$ cat config.mk
export PLATFORM = sky130hd
export DESIGN_NAME = cpu_ctrl_fsm
export DESIGN_NICKNAME = d
export VERILOG_FILES = /design/src/rtl/cpu_ctrl_pkg.sv /design/src/rtl/cpu_ctrl_decode.sv /design/src/rtl/cpu_ctrl_fsm.sv
export SDC_FILE = /design/constraint.sdc
export NUM_CORES = 1
export LEC_CHECK = 0
export BUFFER_PORTS_ARGS = -buffer_cell sky130_fd_sc_hd__clkbuf_2
export CORE_ASPECT_RATIO = 0.9
export CORE_MARGIN = 4
export CORE_UTILIZATION = 48
export DETAILED_ROUTE_END_ITERATION = 7
export GPL_TIMING_DRIVEN = 0
export PLACE_DENSITY = 0.76
export SLEW_MARGIN = 10
export SYNTH_ARGS = -nofsm -noshare
export SYNTH_HDL_FRONTEND = slang
export SYNTH_SLANG_ARGS = --single-unit
$ cat constraint.sdc
create_clock -name CLK -period 2.3 [get_ports CLK]
set_input_delay 0.46 -clock CLK [delete_from_list [all_inputs] [get_ports CLK]]
set_output_delay 0.46 -clock CLK [all_outputs]
set_load 0.01 [all_outputs]
$ cat src/rtl/cpu_ctrl_pkg.sv
// Shared constants and types for the multi-cycle CPU control unit:
// opcodes, ALU operation codes, FSM states and instruction field positions.
package cpu_ctrl_pkg;

    localparam logic [3:0] OP_NOP  = 4'h0;
    localparam logic [3:0] OP_ADD  = 4'h1;
    localparam logic [3:0] OP_INV  = 4'h2;
    localparam logic [3:0] OP_AND  = 4'h3;
    localparam logic [3:0] OP_SHL  = 4'h4;
    localparam logic [3:0] OP_ASHR = 4'h5;
    localparam logic [3:0] OP_MOV  = 4'h6;
    localparam logic [3:0] OP_LD   = 4'h7;
    localparam logic [3:0] OP_ST   = 4'h8;
    localparam logic [3:0] OP_JMP  = 4'h9;
    localparam logic [3:0] OP_BZ   = 4'hA;
    localparam logic [3:0] OP_BN   = 4'hB;
    localparam logic [3:0] OP_HALT = 4'hF;

    localparam logic [2:0] ALU_PASSA = 3'd0;
    localparam logic [2:0] ALU_ADD   = 3'd1;
    localparam logic [2:0] ALU_INV   = 3'd2;
    localparam logic [2:0] ALU_AND   = 3'd3;
    localparam logic [2:0] ALU_SHL   = 3'd4;
    localparam logic [2:0] ALU_ASHR  = 3'd5;
    localparam logic [2:0] ALU_PASSB = 3'd6;

    localparam int OP_MSB  = 15;
    localparam int OP_LSB  = 12;
    localparam int RA_MSB  = 11;
    localparam int RA_LSB  = 10;
    localparam int RB_MSB  = 9;
    localparam int RB_LSB  = 8;
    localparam int TGT_MSB = 11;
    localparam int TGT_LSB = 0;

    typedef enum logic [2:0] {
        ST_FETCH  = 3'd0,
        ST_DECODE = 3'd1,
        ST_EXEC   = 3'd2,
        ST_WB     = 3'd3,
        ST_HALT   = 3'd4
    } state_t;

    typedef struct packed {
        logic       mem_addr_sel;
        logic       mem_read;
        logic       mem_write;
        logic       regs_read1;
        logic       regs_read2;
        logic       regs_write;
        logic [2:0] alu_op;
        logic       wb_sel;
        logic       halted;
    } ctrl_t;

    function automatic logic [2:0] alu_op_for(input logic [3:0] op);
        logic [2:0] res;
        res = ALU_PASSA;
        case (op)
            OP_ADD:  res = ALU_ADD;
            OP_INV:  res = ALU_INV;
            OP_AND:  res = ALU_AND;
            OP_SHL:  res = ALU_SHL;
            OP_ASHR: res = ALU_ASHR;
            default: res = ALU_PASSA;
        endcase
        return res;
    endfunction

endpackage

$ cat src/rtl/cpu_ctrl_decode.sv
// Combinational decode: maps the current state, opcode and latched flags
// to the datapath control bundle, the register update enables and next state.
module cpu_ctrl_decode
    import cpu_ctrl_pkg::*;
(
    input  state_t     state,
    input  logic [3:0] op,
    input  logic       flag_n,
    input  logic       flag_z,
    output ctrl_t      ctrl,
    output state_t     next_state,
    output logic       ir_load,
    output logic       pc_jump,
    output logic       flags_load,
    output logic       set_illegal
);

    always_comb begin
        ctrl        = '0;
        next_state  = ST_FETCH;
        ir_load     = 1'b0;
        pc_jump     = 1'b0;
        flags_load  = 1'b0;
        set_illegal = 1'b0;

        case (state)
            ST_FETCH: begin
                ctrl.mem_read = 1'b1;
                ir_load       = 1'b1;
                next_state    = ST_DECODE;
            end
            ST_DECODE: begin
                next_state = (op == OP_HALT) ? ST_HALT : ST_EXEC;
            end
            ST_EXEC: begin
                next_state = ST_FETCH;
                case (op)
                    OP_ADD, OP_INV, OP_AND, OP_SHL, OP_ASHR, OP_MOV: begin
                        ctrl.regs_read1 = 1'b1;
                        ctrl.regs_read2 = 1'b1;
                        ctrl.regs_write = 1'b1;
                        ctrl.alu_op     = alu_op_for(op);
                        flags_load      = 1'b1;
                    end
                    OP_LD: begin
                        ctrl.regs_read1   = 1'b1;
                        ctrl.mem_addr_sel = 1'b1;
                        ctrl.mem_read     = 1'b1;
                        next_state        = ST_WB;
                    end
                    OP_ST: begin
                        ctrl.regs_read1   = 1'b1;
                        ctrl.regs_read2   = 1'b1;
                        ctrl.mem_addr_sel = 1'b1;
                        ctrl.mem_write    = 1'b1;
                    end
                    OP_JMP:  pc_jump = 1'b1;
                    OP_BZ:   pc_jump = flag_z;
                    OP_BN:   pc_jump = flag_n;
                    4'hC, 4'hD, 4'hE: set_illegal = 1'b1;
                    default: ;
                endcase
            end
            // Address and read are held so the falling-edge memory read stays valid.
            ST_WB: begin
                ctrl.regs_read1   = 1'b1;
                ctrl.mem_addr_sel = 1'b1;
                ctrl.mem_read     = 1'b1;
                ctrl.wb_sel       = 1'b1;
                ctrl.regs_write   = 1'b1;
                next_state        = ST_FETCH;
            end
            ST_HALT: begin
                ctrl.halted = 1'b1;
                next_state  = ST_HALT;
            end
            default: next_state = ST_FETCH;
        endcase
    end

endmodule

$ cat src/rtl/cpu_ctrl_fsm.sv
// Multi-cycle control unit: holds PC, IR, flags and the FETCH/DECODE/EXEC/WB
// state, and drives the register file, memory and ALU controls.
module cpu_ctrl_fsm
    import cpu_ctrl_pkg::*;
#(
    parameter int              PC_W     = 12,
    parameter logic [PC_W-1:0] RESET_PC = '0
) (
    input  logic            CLK,
    input  logic            RST,
    input  logic [15:0]     mem_data,
    input  logic            alu_n,
    input  logic            alu_z,
    output logic [PC_W-1:0] pc,
    output logic [15:0]     ir,
    output logic            mem_addr_sel,
    output logic            MEM_Read,
    output logic            MEM_Write,
    output logic            REGS_Read1,
    output logic            REGS_Read2,
    output logic            REGS_Write,
    output logic [1:0]      reg_addr1,
    output logic [1:0]      reg_addr2,
    output logic [2:0]      alu_op,
    output logic            wb_sel,
    output logic            flag_n,
    output logic            flag_z,
    output logic            halted,
    output logic            illegal
);

    state_t state;
    state_t next_state;
    ctrl_t  ctrl;
    ctrl_t  ctrl_out;
    logic   ir_load;
    logic   pc_jump;
    logic   flags_load;
    logic   set_illegal;

    cpu_ctrl_decode u_decode (
        .state       (state),
        .op          (ir[OP_MSB:OP_LSB]),
        .flag_n      (flag_n),
        .flag_z      (flag_z),
        .ctrl        (ctrl),
        .next_state  (next_state),
        .ir_load     (ir_load),
        .pc_jump     (pc_jump),
        .flags_load  (flags_load),
        .set_illegal (set_illegal)
    );

    always_ff @(posedge CLK) begin
        if (RST) begin
            state   <= ST_FETCH;
            pc      <= RESET_PC;
            ir      <= '0;
            flag_n  <= 1'b0;
            flag_z  <= 1'b0;
            illegal <= 1'b0;
        end else begin
            state <= next_state;
            if (ir_load) begin
                ir <= mem_data;
                pc <= pc + PC_W'(1);
            end
            if (pc_jump) begin
                pc <= ir[PC_W-1:0];
            end
            if (flags_load) begin
                flag_n <= alu_n;
                flag_z <= alu_z;
            end
            if (set_illegal) begin
                illegal <= 1'b1;
            end
        end
    end

    // Reset may land mid-store or mid-load; masking here keeps every strobe low that cycle.
    assign ctrl_out     = RST ? '0 : ctrl;

    assign mem_addr_sel = ctrl_out.mem_addr_sel;
    assign MEM_Read     = ctrl_out.mem_read;
    assign MEM_Write    = ctrl_out.mem_write;
    assign REGS_Read1   = ctrl_out.regs_read1;
    assign REGS_Read2   = ctrl_out.regs_read2;
    assign REGS_Write   = ctrl_out.regs_write;
    assign alu_op       = ctrl_out.alu_op;
    assign wb_sel       = ctrl_out.wb_sel;
    assign halted       = ctrl_out.halted;
    assign reg_addr1    = ir[RA_MSB:RA_LSB];
    assign reg_addr2    = ir[RB_MSB:RB_LSB];

endmodule

==> impl_metrics.json <==
{
  "power_density_nw_per_um2": 643.7,
  "finalNetCount": 312,
  "globalplace.congestion": 0.8146,
  "path_cells": "and3_1 > nand2b_1 > a2111oi_1 > clkbuf_2",
  "drt-total-wl_mm": 4.497,
  "io_pins": 66,
  "groute.usage.overall": 0.2062,
  "grtUsageMet3": 0.06512,
  "die_area_um2": 4613,
  "vias": 1806,
  "endpoint_kind": "primary output",
  "worstReg2RegEnd": "ir[11]",
  "antenna_left": 0,
  "clk_pin_slew_worst_paths_ns": 0.07,
  "cts_buffers": 5,
  "gr-max-usage-layer": "met2",
  "met1_usage": 0.2914,
  "yosysSeqAreaShare": 0.3951,
  "worstSetupPathType": "flop to primary output",
  "finalClockSkew_ns": 0.004742,
  "antenna_found_initial": 0,
  "tightestPinTransition_ns": 0.6054,
  "initial_core_util": 0.5062,
  "ys_ff_latch": 34,
  "grt_pass1_vias": 1641,
  "maxCapViolCount": 0,
  "syn_nets": 243,
  "cts_hold_buf": 0,
  "syn_inst": 222,
  "gr-total-overflow": 0,
  "synth.avg_cell_area_um2": 7.761,
  "setup_viol": 0,
  "die_w_um": 71.15,
  "synth_edf_count": 0,
  "h-tree-depth": 2,
  "cp_max_fo": 10,
  "critPathSlowestCell": "dfxtp_2",
  "synthArstFlopShare": 0,
  "wl_per_cell_um": 13.38,
  "synth_area_um2": 1723,
  "drc_errors": 0,
  "cts_tree": "yes",
  "hold_viol_final": 0,
  "crit_arrival_ns": 1.71,
  "dp_hpwl_mm": 3.362,
  "setup-tns-final_ns": 0,
  "min_period_ns": 2.175,
  "outcome": "finished, final reports clean",
  "min_period_over_period": 0.9455,
  "grt_util_met2": 0.2970,
  "max_freq_mhz": 459.8,
  "insertion_delay_ns": 0.29,
  "area_growth_pct": 28.54,
  "dr.pass1.iters": 4,
  "clk_root_buffer_cell": "clkbuf_8",
  "crit_start": "ir[12]",
  "mostFrequentLayoutCells": "clkbuf_2, nand2_1, dfxtp_1",
  "total_power_mw": 1.426,
  "r2r-start": "state[1]",
  "cts_buffer_depth": 2,
  "antenna_cells": 0,
  "rr_worst_depth": 6,
  "grt_pass1_wl_mm": 7.583,
  "ys.flop_type": "dfxtp_1",
  "hold_class": "input pin to flop",
  "die_y_um": 64.84,
  "ir_worst_vdd_mv": 0.4763,
  "critPathMaxStageDelay_ns": 0.44,
  "layout_commonest_cell": "clkbuf_2",
  "rsz0062_at_grt": "no",
  "reg2reg_slack_ns": 0.40,
  "core_area_um2": 3403,
  "avgViaCountPerCell": 5.375,
  "endpoint": "MEM_Read",
  "cts.sinks": 34,
  "crit_path_start_kind": "flop",
  "cp.required_ns": 1.84,
  "drt_iter0_markers": 121,
  "rows": 20,
  "io_buffers": 65,
  "yosysUniqueCellTypes": 44,
  "final_layout_size_suffix_gt1_frac": 0.3151,
  "yosys_warnings": 0,
  "maxSlewHeadroom": 0.5933,
  "grt_max_degree": 13,
  "report.final.slew_viol_count": 0,
  "leakage_nw": 0.9741
}
## worst min-delay path by stage
stage	startpoint	endpoint	slack [ns]	depth (start not counted)
5_1_grt	mem_data[12]	ir[12]	0.39	3
3_5_place_dp	ir[7]	ir[7]	0.47	2
4_1_cts	mem_data[12]	ir[12]	0.38	3
6_report	mem_data[12]	ir[12]	0.38	3
2_1_floorplan	ir[1]	ir[1]	0.49	2
3_3_place_gp	ir[6]	ir[6]	0.46	2
## flip-flops by register name, indices dropped and copies added (netlist names)
register	flops
flag_n	1
state	3
ir	16
flag_z	1
pc	12
illegal	1
## layer usage
metal / share of wire / vias to the layer above
li1: - / 929
met1: 0.49 / 811
met2: 0.44 / 60
met3: 0.059 / 6
met4: 0.012 / 0
met5: 0 / -
## worst max-delay path, delay by kind of cell (launching register included)
kind / cells / cell delay [ns]
AOI/OAI and AO/OA: 1 / 0.37
DFF: 1 / 0.44
buffers and inverters: 1 / 0.20
and+or+nand+nor: 2 / 0.41
## power by group
group	internal [mW]	total [mW]	leakage [nW]	switching, mW
logic	0.0991	0.233	0.642	0.134
clock network	0.324	0.536	0.0524	0.212
registers	0.620	0.656	0.280	0.0365
total	1.04	1.43	0.974	0.383
## cell families (layout without fill, tap and decap cells)
| logic type | after synthesis | in the layout | share of synthesized area |
|---|---|---|---|
| AOI/OAI and AO/OA | 55 | 55 | 0.1968 |
| muxes | 3 | 3 | 0.01743 |
| DFF | 34 | 34 | 0.3951 |
| buffers and inverters | 22 | 92 | 0.06827 |
| xor gates and xnor gates | 2 | 2 | 0.01017 |
| adders and majority gates | 1 | 1 | 0.007261 |
| and+or+nand+nor | 105 | 105 | 0.3050 |
## per-stage QoR
stage / instances / hold slack, ns / setup WS, ns / cell area [um^2] / util
floorplan: 222 / 0.4922 / 0.1697 / 1723 / -
global placement: 331 / 0.4635 / 0.2056 / 2103 / 0.6180
detailed placement: 331 / 0.4671 / 0.1559 / 2103 / 0.6180
CTS: 337 / 0.3819 / 0.02803 / 2205 / 0.6478
global route: 336 / 0.3885 / 0.03515 / 2215 / 0.6507
finish: 336 / 0.3785 / 0.1253 / 2215 / 0.6507
## Yosys cell counts, types with 3 or more instances
cell | count | area share
nand2_1 | 46 | 0.10
dfxtp_1 | 34 | 0.40
a21oi_1 | 29 | 0.084
nor2_1 | 13 | 0.028
clkbuf_1 | 10 | 0.022
nand3_1 | 9 | 0.026
nand4_1 | 5 | 0.018
nor3_1 | 5 | 0.015
o21ai_0 | 5 | 0.015
a2bb2oi_1 | 4 | 0.020
a31oi_1 | 4 | 0.015
buf_2 | 4 | 0.012
buf_4 | 4 | 0.017
or3_1 | 4 | 0.015
a2111oi_0 | 3 | 0.015
mux2i_1 | 3 | 0.017
nand2b_1 | 3 | 0.011
nor4_1 | 3 | 0.011
## repair_timing
item | in CTS | in global routing
endpoints found under the hold margin | 0 | 0
gates cloned | 0 | 0
endpoints found under the setup margin | 1 | 5
gates resized for setup | 2 | 8
buffers inserted | 0 | 0
## cell type report
type                       count  area, um^2
buffer                        17       100.1
clock buffer                   7       76.32
clock inverter                 1       30.03
fill                         318        1189
inverter                       2       7.507
multi-input combinational    166       934.6
sequential                    34       685.7
tap                           44       55.05
timing repair buffer          65       325.3
No activity file was read; power rests on OpenSTA's default activity.
